===== config.mk =====
export PLATFORM = sky130hd
export DESIGN_NAME = dmem_arbiter_flat
export DESIGN_NICKNAME = d
export VERILOG_FILES = /design/src/rtl/dmem_pkg.sv /design/src/rtl/dmem_arbiter_if.sv /design/src/rtl/dmem_arbiter_rr_arb2.sv /design/src/rtl/dmem_arbiter.sv /design/src/flat_wrapper.sv
export SDC_FILE = /design/constraint.sdc
export NUM_CORES = 1
export LEC_CHECK = 0
export ABC_AREA = 1
export BUFFER_PORTS_ARGS = -buffer_cell sky130_fd_sc_hd__buf_2
export CAP_MARGIN = 20
export CORE_AREA = 2 2 119 121
export CTS_CLUSTER_DIAMETER = 120
export DETAILED_ROUTE_END_ITERATION = 10
export DIE_AREA = 0 0 121 123
export GPL_ROUTABILITY_DRIVEN = 0
export GPL_TIMING_DRIVEN = 0
export PLACE_DENSITY_LB_ADDON = 0.1
export SLEW_MARGIN = 20
export SYNTH_ARGS = -nofsm -noshare
export SYNTH_HDL_FRONTEND = slang
export SYNTH_HIERARCHICAL = 1
export SYNTH_SLANG_ARGS = --single-unit

===== constraint.sdc =====
create_clock -name clk -period 3.8 [get_ports clk]
set_input_delay 0.19 -clock clk [delete_from_list [all_inputs] [get_ports clk]]
set_output_delay 0.19 -clock clk [all_outputs]
set_load 0.02 [all_outputs]

===== src/rtl/dmem_pkg.sv =====
// -----------------------------------------------------------------------------
// dmem_pkg
// Shared definitions for the data-memory arbiter slice. It holds the memory
// geometry, the funct3 code the memory implements, the arbiter FSM state type
// and the requester grant id type.
// No ports (package).
// -----------------------------------------------------------------------------
package dmem_pkg;

  localparam int         MEM_WORDS   = 64;
  localparam int         MEM_BYTES   = 4 * MEM_WORDS;
  localparam logic [2:0] FUNCT3_BYTE = 3'b000;

  typedef enum logic [1:0] {
    IDLE  = 2'd0,
    ISSUE = 2'd1,
    WAIT  = 2'd2
  } state_t;

  // Grant id: 0 = requester 0 (CPU), 1 = requester 1 (debug/loader).
  typedef logic gid_t;

endpackage


===== src/rtl/dmem_arbiter_if.sv =====
// -----------------------------------------------------------------------------
// dmem_arbiter_if
// Requester-side bundle of the data-memory arbiter. There is one instance per
// requester.
//   valid  : request pending (requester -> arbiter)
//   ready  : request accepted this cycle (arbiter -> requester)
//   we     : 1 = store, 0 = load
//   addr   : byte address
//   wdata  : store data, byte in [7:0]
//   funct3 : access size code
//   rvalid : load data valid, one-cycle pulse (arbiter -> requester)
//   rdata  : load data, held until the next load completion
// Modports: master = requester side, slave = arbiter side.
// -----------------------------------------------------------------------------
interface dmem_arbiter_if #(
  parameter int ADDR_W = 32,
  parameter int DATA_W = 32
) ();

  logic              valid;
  logic              ready;
  logic              we;
  logic [ADDR_W-1:0] addr;
  logic [DATA_W-1:0] wdata;
  logic [2:0]        funct3;
  logic              rvalid;
  logic [DATA_W-1:0] rdata;

  modport master (
    output valid, we, addr, wdata, funct3,
    input  ready, rvalid, rdata
  );

  modport slave (
    input  valid, we, addr, wdata, funct3,
    output ready, rvalid, rdata
  );

endinterface


===== src/rtl/dmem_arbiter_rr_arb2.sv =====
// -----------------------------------------------------------------------------
// rr_arb2
// Two-way round-robin pick. The logic is purely combinational; the
// last_grant history register lives in the parent.
//   req[1:0]   : request vector (bit i = requester i)
//   last_grant : id of the most recently accepted requester
//   en         : allow a grant this cycle
//   grant      : winning id (meaningful when any req is set)
//   gnt[1:0]   : one-hot grant, all zero when en is low or nothing requests
// -----------------------------------------------------------------------------
module rr_arb2
  import dmem_pkg::*;
(
  input  logic [1:0] req,
  input  gid_t       last_grant,
  input  logic       en,
  output gid_t       grant,
  output logic [1:0] gnt
);

  always_comb begin
    grant = 1'b0;
    // On a tie the requester that did not win last time goes first.
    if (req == 2'b11) begin
      grant = ~last_grant;
    end else if (req == 2'b10) begin
      grant = 1'b1;
    end

    gnt = 2'b00;
    if (en && (req != 2'b00)) begin
      gnt = grant ? 2'b10 : 2'b01;
    end
  end

endmodule


===== src/rtl/dmem_arbiter.sv =====
// -----------------------------------------------------------------------------
// dmem_arbiter
// Two-requester round-robin arbiter and sequencer in front of the single-port
// data memory. A request is accepted in IDLE. The next cycle (ISSUE) drives
// the memory for one cycle. For a load, the memory's registered read data is
// captured in WAIT and returned as a one-cycle rvalid pulse.
//   clk        : system clock
//   reset      : synchronous, active-low
//   r0, r1     : requester ports (dmem_arbiter_if.slave)
//   mem_addr   : memory byte address (MemSum), 0 outside ISSUE
//   mem_wdata  : memory WriteData, 0 outside ISSUE
//   mem_read   : memory MemRead, one cycle per load
//   mem_write  : memory MemWrite, one cycle per store
//   mem_funct3 : memory Funct3, 0 outside ISSUE
//   mem_rdata  : memory ReadData (registered by the memory)
//   busy       : FSM not in IDLE
//   err        : present only with DMEM_ARB_ADDR_CHECK_EN. Pulses for a
//                request whose address falls outside the memory.
// Build option: `define DMEM_ARB_ADDR_CHECK_EN turns on out-of-range
// address rejection and adds the err output.
// -----------------------------------------------------------------------------
module dmem_arbiter
  import dmem_pkg::*;
#(
  parameter int ADDR_W = 32,
  parameter int DATA_W = 32
) (
  input  logic              clk,
  input  logic              reset,
  dmem_arbiter_if.slave     r0,
  dmem_arbiter_if.slave     r1,
  output logic [ADDR_W-1:0] mem_addr,
  output logic [DATA_W-1:0] mem_wdata,
  output logic              mem_read,
  output logic              mem_write,
  output logic [2:0]        mem_funct3,
  input  logic [DATA_W-1:0] mem_rdata,
  output logic              busy
`ifdef DMEM_ARB_ADDR_CHECK_EN
  ,
  output logic              err
`endif
);

  state_t            state;
  gid_t              last_grant;
  gid_t              gid_q;
  logic              we_q;
  logic              bad_q;

  gid_t              win_id;
  logic [1:0]        gnt;
  logic              accept;
  logic              sel_we;
  logic [ADDR_W-1:0] sel_addr;
  logic [DATA_W-1:0] sel_wdata;
  logic [2:0]        sel_funct3;
  logic              sel_bad;

  rr_arb2 u_arb (
    .req        ({r1.valid, r0.valid}),
    .last_grant (last_grant),
    .en         (reset && (state == IDLE)),
    .grant      (win_id),
    .gnt        (gnt)
  );

  // ready is the only combinational output and is asserted only in IDLE.
  assign r0.ready = gnt[0];
  assign r1.ready = gnt[1];
  assign accept   = |gnt;

  assign sel_we     = win_id ? r1.we     : r0.we;
  assign sel_addr   = win_id ? r1.addr   : r0.addr;
  assign sel_wdata  = win_id ? r1.wdata  : r0.wdata;
  assign sel_funct3 = win_id ? r1.funct3 : r0.funct3;

`ifdef DMEM_ARB_ADDR_CHECK_EN
  assign sel_bad = (sel_addr >= ADDR_W'(MEM_BYTES));
`else
  assign sel_bad = 1'b0;
`endif

  always_ff @(posedge clk) begin
    if (!reset) begin
      state      <= IDLE;
      last_grant <= 1'b1;
      bad_q      <= 1'b0;
      busy       <= 1'b0;
      mem_addr   <= '0;
      mem_wdata  <= '0;
      mem_read   <= 1'b0;
      mem_write  <= 1'b0;
      mem_funct3 <= 3'b000;
      r0.rvalid  <= 1'b0;
      r0.rdata   <= '0;
      r1.rvalid  <= 1'b0;
      r1.rdata   <= '0;
`ifdef DMEM_ARB_ADDR_CHECK_EN
      err        <= 1'b0;
`endif
    end else begin
      // Memory drives and pulses default back to idle every cycle.
      mem_addr   <= '0;
      mem_wdata  <= '0;
      mem_read   <= 1'b0;
      mem_write  <= 1'b0;
      mem_funct3 <= 3'b000;
      r0.rvalid  <= 1'b0;
      r1.rvalid  <= 1'b0;
`ifdef DMEM_ARB_ADDR_CHECK_EN
      err        <= 1'b0;
`endif
      case (state)
        // Stage boundary: accept -> ISSUE (memory drive registered here)
        IDLE: begin
          if (accept) begin
            last_grant <= win_id;
            gid_q      <= win_id;
            we_q       <= sel_we;
            bad_q      <= sel_bad;
            busy       <= 1'b1;
            state      <= ISSUE;
            mem_addr   <= sel_addr;
            mem_wdata  <= sel_wdata;
            mem_funct3 <= sel_funct3;
            mem_read   <= !sel_we && !sel_bad;
            mem_write  <= sel_we && !sel_bad;
`ifdef DMEM_ARB_ADDR_CHECK_EN
            // A rejected store reports its error during the ISSUE cycle.
            err        <= sel_we && sel_bad;
`endif
          end
        end
        // Stage boundary: ISSUE -> WAIT for loads, back to IDLE otherwise
        ISSUE: begin
          if (we_q || bad_q) begin
            state <= IDLE;
            busy  <= 1'b0;
`ifdef DMEM_ARB_ADDR_CHECK_EN
            // A rejected load completes early with zero data.
            if (bad_q && !we_q) begin
              err <= 1'b1;
              if (gid_q) begin
                r1.rvalid <= 1'b1;
                r1.rdata  <= '0;
              end else begin
                r0.rvalid <= 1'b1;
                r0.rdata  <= '0;
              end
            end
`endif
          end else begin
            state <= WAIT;
          end
        end
        // Stage boundary: WAIT -> IDLE, memory read data captured here
        WAIT: begin
          state <= IDLE;
          busy  <= 1'b0;
          if (gid_q) begin
            r1.rvalid <= 1'b1;
            r1.rdata  <= mem_rdata;
          end else begin
            r0.rvalid <= 1'b1;
            r0.rdata  <= mem_rdata;
          end
        end
        default: begin
          state <= IDLE;
          busy  <= 1'b0;
        end
      endcase
    end
  end

endmodule


===== src/flat_wrapper.sv =====
// flat-port wrapper written by rule: the top's interface ports become plain ports
module dmem_arbiter_flat import dmem_pkg::*;
#(
  parameter int ADDR_W = 32,
  parameter int DATA_W = 32
)
  (clk, reset, mem_addr, mem_wdata, mem_read, mem_write, mem_funct3, mem_rdata, busy, r0_valid, r0_we, r0_addr, r0_wdata, r0_funct3, r0_ready, r0_rvalid, r0_rdata, r1_valid, r1_we, r1_addr, r1_wdata, r1_funct3, r1_ready, r1_rvalid, r1_rdata);
  dmem_arbiter_if #(.ADDR_W(ADDR_W), .DATA_W(DATA_W)) r0_i ();
  dmem_arbiter_if #(.ADDR_W(ADDR_W), .DATA_W(DATA_W)) r1_i ();
  input  logic clk;
  input  logic reset;
  output logic [ADDR_W-1:0] mem_addr;
  output logic [DATA_W-1:0] mem_wdata;
  output logic mem_read;
  output logic mem_write;
  output logic [2:0] mem_funct3;
  input  logic [DATA_W-1:0] mem_rdata;
  output logic busy;
  input wire logic [$bits(r0_i.valid)-1:0] r0_valid;
  input wire logic [$bits(r0_i.we)-1:0] r0_we;
  input wire logic [$bits(r0_i.addr)-1:0] r0_addr;
  input wire logic [$bits(r0_i.wdata)-1:0] r0_wdata;
  input wire logic [$bits(r0_i.funct3)-1:0] r0_funct3;
  output wire logic [$bits(r0_i.ready)-1:0] r0_ready;
  output wire logic [$bits(r0_i.rvalid)-1:0] r0_rvalid;
  output wire logic [$bits(r0_i.rdata)-1:0] r0_rdata;
  input wire logic [$bits(r1_i.valid)-1:0] r1_valid;
  input wire logic [$bits(r1_i.we)-1:0] r1_we;
  input wire logic [$bits(r1_i.addr)-1:0] r1_addr;
  input wire logic [$bits(r1_i.wdata)-1:0] r1_wdata;
  input wire logic [$bits(r1_i.funct3)-1:0] r1_funct3;
  output wire logic [$bits(r1_i.ready)-1:0] r1_ready;
  output wire logic [$bits(r1_i.rvalid)-1:0] r1_rvalid;
  output wire logic [$bits(r1_i.rdata)-1:0] r1_rdata;
  assign r0_i.valid = r0_valid;
  assign r0_i.we = r0_we;
  assign r0_i.addr = r0_addr;
  assign r0_i.wdata = r0_wdata;
  assign r0_i.funct3 = r0_funct3;
  assign r0_ready = r0_i.ready;
  assign r0_rvalid = r0_i.rvalid;
  assign r0_rdata = r0_i.rdata;
  assign r1_i.valid = r1_valid;
  assign r1_i.we = r1_we;
  assign r1_i.addr = r1_addr;
  assign r1_i.wdata = r1_wdata;
  assign r1_i.funct3 = r1_funct3;
  assign r1_ready = r1_i.ready;
  assign r1_rvalid = r1_i.rvalid;
  assign r1_rdata = r1_i.rdata;
  dmem_arbiter #(.ADDR_W(ADDR_W), .DATA_W(DATA_W)) u_core (.clk(clk), .reset(reset), .r0(r0_i), .r1(r1_i), .mem_addr(mem_addr), .mem_wdata(mem_wdata), .mem_read(mem_read), .mem_write(mem_write), .mem_funct3(mem_funct3), .mem_rdata(mem_rdata), .busy(busy));
endmodule

* Word level (Yosys, flattened, before mapping) *
Cells that the tools add are included.

cells by class
  add/subtract/negate cells = 0
  multipliers = 0
  divide/modulo/power cells = 0
  magnitude comparators = 0
  eq/ne operators = 6
  shift operators = 0
  mux-type cells = 16
  bitwise gates (word level) = 2
  reductions and logical operators = 12

operator list
  operator                                        number
  two-way mux 32 bit                              2
  AND reduction 2 bit                             5
  two-way mux 2 bit                               4
  two-way mux 1 bit                               7
  == test 2 bit (second input constant)           3
  != test 2 x 1 -> 1 bit (second input constant)  2
  one-hot mux 2 bit (2 select lines)              1
  two-way mux 3 bit                               1
  AND reduction 3 bit                             1
  == test 2 x 1 -> 1 bit (second input constant)  1
  logical AND 1 bit                               2
  logical NOT 2 bit                               1
  inverter 1 bit                                  2
  one-hot mux 1 bit (2 select lines)              1
  nonzero test 2 bit                              1
  OR reduction 2 bit                              1
  logical NOT 1 bit                               1

word-level totals
  register bits = 141
  bits in latches = 0
  RAM bits = 0
  memory bits (read-only) = 0
  word-level logic and storage cells = 50
  memories kept = 0

* Longest topological paths before layout *
Gate-level depths: netlist of the first run.

  depth after elaboration = 8
  mapped depth = 11

* Hierarchy *
Netlist of the first run, hierarchy kept.

modules (own cells, without submodules)
  module        instances  cells an instance  area each (um^2)
  dmem_arbiter  1          742                5260.0
  rr_arb2       1          8                  36.3

* Least setup slack after synthesis of the first run *
No wires, ideal clock.

  path type = input port to flip-flop
  start point = input reset
  end point = register u_core.gid_q (enable)
  setup time = 0.295 ns
  arrival time = 1.805 ns
  required time = 3.505 ns
  setup slack = 1.701 ns
  stages = 11
  path buffers = 3
  path through = buf_2 > buf_2 > inv_1 > nor3_1 > nand2_1 > a21oi_1 > inv_1 > nand2_1 > nand3_2 > buf_2 > inv_1

between the ends
  word-level cells in the longest chain between the ends = 5

ends and longest elaborated chain
  element                        line                        RTL
  start: declaration             flat_wrapper.sv:11          input logic reset;
  logical AND 1 bit              dmem_arbiter.sv:63          .en (reset && (state == IDLE)),
  logical AND 1 bit              dmem_arbiter_rr_arb2.sv:31  if (en && (req != 2'b00)) begin
  two-way mux 2 bit              dmem_arbiter_rr_arb2.sv:31
  via r0_ready                   flat_wrapper.sv:24          output wire logic [$bits(r0_i.ready)-1:0] r0_ready;
  OR reduction 2 bit             dmem_arbiter.sv:71          assign accept = |gnt;
  AND reduction 3 bit (no line)  --
  end signal: assignment         dmem_arbiter.sv:119         gid_q <= win_id;
  end: declaration               dmem_arbiter.sv:47          gid_t gid_q;

The timed path passes the listed nets, and every way through them passes these cells.
A chain may end at the register's enable or synchronous reset.

* Final worst setup path of the first run *
  start point = register u_core.state[1]
  end point = register u_core.we_q (enable)

between the ends
  word-level cells in the longest chain between the ends = 6

ends and longest elaborated chain
  element                          line                                     RTL
  start: declaration               dmem_arbiter.sv:45                       state_t state;
  start signal: assignment         dmem_arbiter.sv:86                       state <= IDLE;
  start signal: assignment         dmem_arbiter.sv:123                      state <= ISSUE;
  start signal: assignment         dmem_arbiter.sv:138                      state <= IDLE;
  logical NOT 2 bit *              dmem_arbiter.sv:63, dmem_arbiter.sv:114
  logical AND 1 bit                dmem_arbiter.sv:63
  logical AND 1 bit                dmem_arbiter_rr_arb2.sv:31
  two-way mux 2 bit                dmem_arbiter_rr_arb2.sv:31
  OR reduction 2 bit               dmem_arbiter.sv:71
  AND reduction 3 bit (no line) *  --
  end signal: assignment           dmem_arbiter.sv:120                      we_q <= sel_we;
  end: declaration                 dmem_arbiter.sv:48                       logic we_q;

Every way passes the cells marked *; elsewhere a longest branch is shown, timed or not.

==> qor.yml, run 1 <==
synthesis:
  synth_cell_type_count: 18
  yosysWarnings: 6
  synth_flop_cell: "dfxtp_1"
  avgSynthCellArea_um2: 7.06
  synth_fp_nets: 922
  synth-edff-count: 2
  synth-simple-area-share_pct: 30.0
  synth_area_mm2: 0.00530
  synth_top_family_by_area: "simple AND/OR/NAND/NOR gates"
  synth_commonest_cells: "273 x nand2_1, 139 x dfxtp_1, 134 x nor2_1, 78 x inv_1, 68 x a21oi_1"
  synth_top_cell_by_area: "dfxtp_1"
  synth_compound_area_share_pct: 6.52
  synthTopCellsByArea: "dfxtp_1 53%, nand2_1 19%, nor2_1 9.5%"
  netlist.area_leader.share_pct: 52.5
  synthCells: 750
  yosysSeqAreaShare_pct: 53.7
  ys_ff_latch: 141
  synth_most_common_cell: "nand2_1"
  async_flop_share_pct: 0
  synthXorXnorAreaFrac_pct: 0
  synth_fa_ha_area_share_pct: 0
  synth_mux_area_share_pct: 0
timing:
  period_minus_slack_ns: 1.97
  tightestPinTransition_ns: 0.511
  slew_headroom_pct: 65.9
  drv_slew: 0
  rsz0062_at_grt: "false"
  timing.fmax_ghz: 0.508
  setup_ws_ns: 1.83
  fin_skew_ns: 0.0159
  hold_violations: 0
  fin_crit_sh_pct: 51.8
  fin_tns_setup_ns: 0
  setup_viol: 0
layout:
  drive_gt1_share_pct: 34.4
  areaGrowthSynthToFinish_pct: 44.5
  nNetsFinal: 1250
  final_util_pct: 56.2
  final_cells: 1273
cts:
  post-cts-setup-buffers: 0
  clkLatencyLatePin_ns: 0.42
  clock_sinks: 141
  numCtsBuffers: 17
  clock_path_buffers: 2
  cts-root-buf: "clkbuf_16"
  cts_tree: "built"
  clkTransAtPathRegs_ns: 0.06
  htree_levels: 4
worst_setup_path:
  slowest_stage: "dfxtp_1"
  end_kind: "flop"
  path_cells: "nor3_1, nand2_1, a21oi_1, inv_1, nand2_1, nand3_2, buf_2, inv_1"
  worstReg2RegEnd: "u_core/we_q"
  worstRegToRegCells: 8
  critPathRequiredTime_ns: 3.93
  rr_startpoint: "u_core/state[1]"
  arrival_ns: 2.10
  path_buf_inv: 3
  crit_cells: 8
  max_stage_delay_ns: 0.35
  crit_family: "simple AND/OR/NAND/NOR gates"
  r2r_slack_ns: 1.83
  startpoint_type: "flop"
  path_class: "reg -> reg"
  crit_fanout: 10
die:
  die_height_um: 123
  core_area_mm2: 0.0136
  num_rows: 43
  start_util_pct: 38.9
  dieWidth_um: 121
  dieArea_mm2: 0.0149
  io_pins: 310
job:
  drv_cap: 0
power:
  clkPwrFrac_pct: 45.0
  seqPwrFrac_pct: 43.8
  p_leak_uw: 0.00446
  powerDensity_mw_per_mm2: 462
  combPwrFrac_pct: 11.2
  total_power_uw: 3540
  peakVddDrop_v: 0.000237
  switchingPower_uw: 859
  p_sw_share_pct: 24.3
  internal_power_uw: 2680
worst_hold_path:
  hp-start: "r0_addr[21]"
  hold_class: "in -> reg"
  hold_depth: 3
  whs_endpoint: "u_core/mem_addr[21]"
global_route:
  antenna_found_initial: 3
  grt_max_degree: 17
  overflow: 0
  grt_usage_pct: 22.1
  grt_pass1_wl_um: 25400
  grt_pass1_vias: 5145
route:
  first_pass_iters: 4
  num_vias: 5476
  drt_iter0_markers: 244
  drc: 0
  avgViaCountPerCell: 4.30
  detail_route.wl_per_cell_um: 13.0
  ant_nets: 0
  drt-total-wl_um: 16500
placed_design:
  dpl.hpwl_um: 12600
  placed_cells: 1238
  portBuffers: 308
  pre_cts_ws_ns: 1.42
status:
  status: "complete, no violations"
[power by group through the flow]
| stage | sequential (uW) | combinational [uW] | clock (uW) |
|---|---|---|---|
| 2_1_floorplan | 1640 | 150 | 0 |
| 3_3_place_gp | 1580 | 397 | 0 |
| 3_5_place_dp | 1580 | 399 | 0 |
| 4_1_cts | 1550 | 400 | 1630 |
| 5_1_grt | 1550 | 446 | 1690 |
| 6_report | 1550 | 397 | 1590 |
[worst min-delay path, stage by stage]
cell and delay, ns:
buf_2 0.09, nand2_1 0.05, a21oi_1 0.05
[sequential cells by signal, summed over array words and instances (netlist names)]
register           cells
u_core/mem_addr       32
u_core/mem_wdata      32
u_core/r0.rdata       32
u_core/r1.rdata       32
u_core/mem_funct3      3
u_core/state           2
u_core/busy            1
u_core/gid_q           1
u_core/last_grant      1
u_core/mem_read        1
u_core/mem_write       1
u_core/r0.rvalid       1
u_core/r1.rvalid       1
u_core/we_q            1
[cell families (layout without fill, tap and decap cells)]
group / count (synthesis) / count (layout)
flops: 141 / 141
compound gates: 69 / 69
simple gates: 417 / 417
buf+inv: 123 / 463
other cells: 0 / 3
[metal layers]
layer	track usage [%]	share of wire, %	vias up
li1	-	-	2884
met4	9.88	2.5	0
met3	9.09	9.7	27
met1	24.6	40	2366
met5	0	0	-
met2	37.1	48	199
[through the flow]
stage / instance area, um^2 / hold slack (ns)
after floorplan: 5300 / 0.325
after global placement: 7060 / 0.431
after detailed placement: 7060 / 0.436
after CTS: 7640 / 0.000203
after global routing: 7650 / 0.0113
final: 7650 / 0.0137
[how the worst max path moves through the flow]
stage	from	endpoint
floorplan	reset	u_core/gid_q
global placement	reset	u_core/gid_q
detailed placement	reset	u_core/gid_q
CTS	u_core/state[1]	u_core/we_q
global route	u_core/state[1]	u_core/we_q
finish	u_core/state[1]	u_core/we_q
[what timing repair did]
action                    CTS  global route
gates resized for setup     0             0
hold endpoints to repair    2             0
hold buffers                1             0
[final cells by class]
class | instances | area [um^2]
fill | 1409 | 5960
sequential | 141 | 2840
multi-input combinational | 486 | 1930
timing repair buffer | 309 | 1550
clock buffer | 24 | 512
inverter | 79 | 297
tap | 180 | 225
buffer | 44 | 223
clock inverter | 7 | 60.1
antenna | 3 | 7.51
[placed cells by master (no fill, tap or decap), types with 3 or more instances in the layout]
master / instances
buf_2: 333
nand2_1: 273
dfxtp_1: 139
nor2_1: 134
inv_1: 78
a21oi_1: 68
clkbuf_16: 17
clkbuf_1: 12
buf_4: 7
clkbuf_8: 6
clkinv_2: 6
nand3_1: 4
diode_2: 3
Power figures use the tool's default switching activity.
==> inputs of run 2 (changes only) <==
--- a/config.mk
+++ b/config.mk
@@ -8,10 +8,10 @@
 export ABC_AREA = 1
 export BUFFER_PORTS_ARGS = -buffer_cell sky130_fd_sc_hd__buf_2
 export CAP_MARGIN = 20
-export CORE_AREA = 2 2 119 121
+export CORE_AREA = 2 2 120 122
 export CTS_CLUSTER_DIAMETER = 120
 export DETAILED_ROUTE_END_ITERATION = 10
-export DIE_AREA = 0 0 121 123
+export DIE_AREA = 0 0 122 124
 export GPL_ROUTABILITY_DRIVEN = 0
 export GPL_TIMING_DRIVEN = 0
 export PLACE_DENSITY_LB_ADDON = 0.1
==> constraint.sdc (replaced) <==
create_clock -name clk -period 1.92 [get_ports clk]
set_input_delay 0.096 -clock clk [delete_from_list [all_inputs] [get_ports clk]]
set_output_delay 0.096 -clock clk [all_outputs]
set_load 0.02 [all_outputs]
==> qor.yml, run 2 (synthesis gave the netlist of run 1 again) <==
timing:
  fin_skew_ns: 0.0153  # -0.000602 ns
  timing.fmax_ghz: 0.569  # +12%
  rsz0062_at_grt: "false"
  fin_crit_sh_pct: 91.6  # +40 points
  drv_slew: 0  # unchanged
  hold_violations: 0  # unchanged
  slew_headroom_pct: 64.3  # -1.6 points
  setup_viol: 0  # unchanged
  fin_tns_setup_ns: 0  # unchanged
  period_minus_slack_ns: 1.76  # -0.209 ns
  tightestPinTransition_ns: 0.535  # +0.0240 ns
status:
  status: "complete, no violations"
global_route:
  grt_max_degree: 17  # unchanged
  met1_usage_pct: 28.7  # +4.0 points
  antenna_found_initial: 4  # +1
  grt_pass1_wl_um: 31100  # +23%
  top_usage_layer: "met2"
  use_met3_pct: 9.25  # +0.16 points
  overflow: 0  # unchanged
  use_met2_pct: 46.9  # +9.7 points
  grt_usage_pct: 26.9  # +4.8 points
  grt_pass1_vias: 6297  # +22%
route:
  avgViaCountPerCell: 4.52  # +5.0%
  num_vias: 6521  # +19%
  drt-total-wl_um: 21300  # +29%
  ant_nets: 0  # unchanged
  detail_route.wl_per_cell_um: 14.7  # +14%
  first_pass_iters: 7  # +3
  drc: 0  # unchanged
  drt_iter0_markers: 381  # +56%
job:
  drv_cap: 0  # unchanged
cts:
  htree_levels: 4  # unchanged
  cts_tree: "built"
  clkLatencyLatePin_ns: 0.43  # about the same
  cts-root-buf: "clkbuf_16"
  numCtsBuffers: 17  # unchanged
  clkTransAtPathRegs_ns: 0.07  # about the same
  clock_sinks: 141  # unchanged
  clock_path_buffers: 2  # unchanged
worst_hold_path:
  hp-start: "r1_valid"
  hold_class: "in -> reg"
  whs_endpoint: "u_core/gid_q"
  hold_depth: 3  # unchanged
layout:
  areaGrowthSynthToFinish_pct: 78.3
  final_cells: 1444  # +13%
  drive_gt1_share_pct: 30.2  # -4.2 points
  layout_common_cells: "332 x buf_2, 272 x nand2_1, 167 x dlygate4sd3_1"
  nNetsFinal: 1418  # +13%
  layout_commonest_cell: "buf_2"
worst_setup_path:
  startpoint_type: "flop"
  crit_fanout: 10  # unchanged
  slowest_stage: "clkbuf_1"
  worstRegToRegCells: 8  # unchanged
  max_stage_delay_ns: 0.43  # +0.08 ns
  path_common_cell: "nand2_1"
  r2r_slack_ns: 0.16  # -1.67 ns
  critPathRequiredTime_ns: 2.26  # -1.67 ns
  worstReg2RegEnd: "u_core/mem_wdata[20]"
  end_kind: "flop"
  path_cells: "nand2_1, nand2_2, inv_1, buf_2, inv_2, clkbuf_1, nand2_1, a21oi_1"
  rr_startpoint: "u_core/last_grant"
  path_class: "reg -> reg"
  arrival_ns: 2.10  # about the same
power:
  total_power_uw: 7890  # +120%
  powerDensity_mw_per_mm2: 835  # +81%
  p_leak_uw: 0.00519  # +16%
  peakVddDrop_v: 0.000637  # +170%
die:
  dieWidth_um: 122  # +0.83%
  die_height_um: 124  # +0.81%
  io_pins: 310  # unchanged
  dieArea_mm2: 0.0151  # +1.6%
  core_area_mm2: 0.0137  # +0.79%
  start_util_pct: 38.6  # -0.31 points
  num_rows: 43  # unchanged
placed_design:
  dpl.hpwl_um: 13000  # +3.1%
  placed_cells: 1238  # unchanged
  portBuffers: 308  # unchanged
-- run 2: changes by cell type in the layout (fill, tap and decap cells not counted), moves of 2 or more --
cell | previous run | this run
dlygate4sd3_1 | 1 | 167
bufinv_16 | 1 | 5
clkinv_2 | 6 | 2
clkbuf_8 | 6 | 3
buf_4 | 7 | 9
clkinvlp_4 | 0 | 2
diode_2 | 3 | 5
-- run 2: report_power, final --
| group | total, uW | internal (uW) | switching, uW |
|---|---|---|---|
| Clock | 3690 | 2410 | 1280 |
| Combinational | 1120 | 529 | 595 |
| Sequential | 3070 | 3030 | 36.0 |
-- run 2: routing by layer --
| layer | part of all wire [%] | vias up |
|---|---|---|
| li1 | - | 3235 |
| met1 | 38 | 2879 |
| met2 | 50 | 320 |
| met3 | 8.2 | 87 |
| met4 | 4.1 | 0 |
| met5 | 0 | - |
-- run 2: final cells by class --
type,instances,area (um^2)
repair buffers,476,3220
clock inverters,10,184
plain buffers,44,225
multi-input cells,487,1960
well taps,180,225
clock buffers,22,474
fillers,1107,4280
inverters,79,297
diodes,5,12.5
flip-flops and latches,141,2840
-- run 2: repair_timing --
action | CTS | global route
hold buffers | 167 | 0
resized for setup | 1 | 4
pin swaps | 0 | 1
cloned | 0 | 1
hold endpoints to repair | 132 | 0
endpoints found under the setup margin | 2 | 5
setup buffers | 0 | 1
-- run 2: worst max-delay path by stage --
stage,from,endpoint
after floorplan,reset,u_core/gid_q
after global placement,reset,u_core/gid_q
after detailed placement,reset,u_core/gid_q
after CTS,u_core/state[1],u_core/gid_q
after global routing,u_core/state[1],u_core/gid_q
final,u_core/last_grant,u_core/mem_wdata[20]
-- run 2: per-stage QoR --
stage / util, % / hold slack, ns / instance area (um^2) / setup slack (ns)
5_1_grt: 68.8 / 0.0366 / 9440 / 0.0139
4_1_cts: 68.5 / 0.0220 / 9400 / 0.0241
3_3_place_gp: 51.5 / 0.340 / 7070 / -0.335
2_1_floorplan: - / 0.231 / 5300 / 0.0721
6_report: 68.8 / 0.0309 / 9440 / 0.161
3_5_place_dp: 51.5 / 0.343 / 7070 / -0.302
-- run 2: worst max-delay path, delay by kind of cell, from the launching register on --
kind	cells	cell delay (ns)
simple gates	3	0.34
compound gates	1	0.23
buf+inv	4	0.75
flops	1	0.36
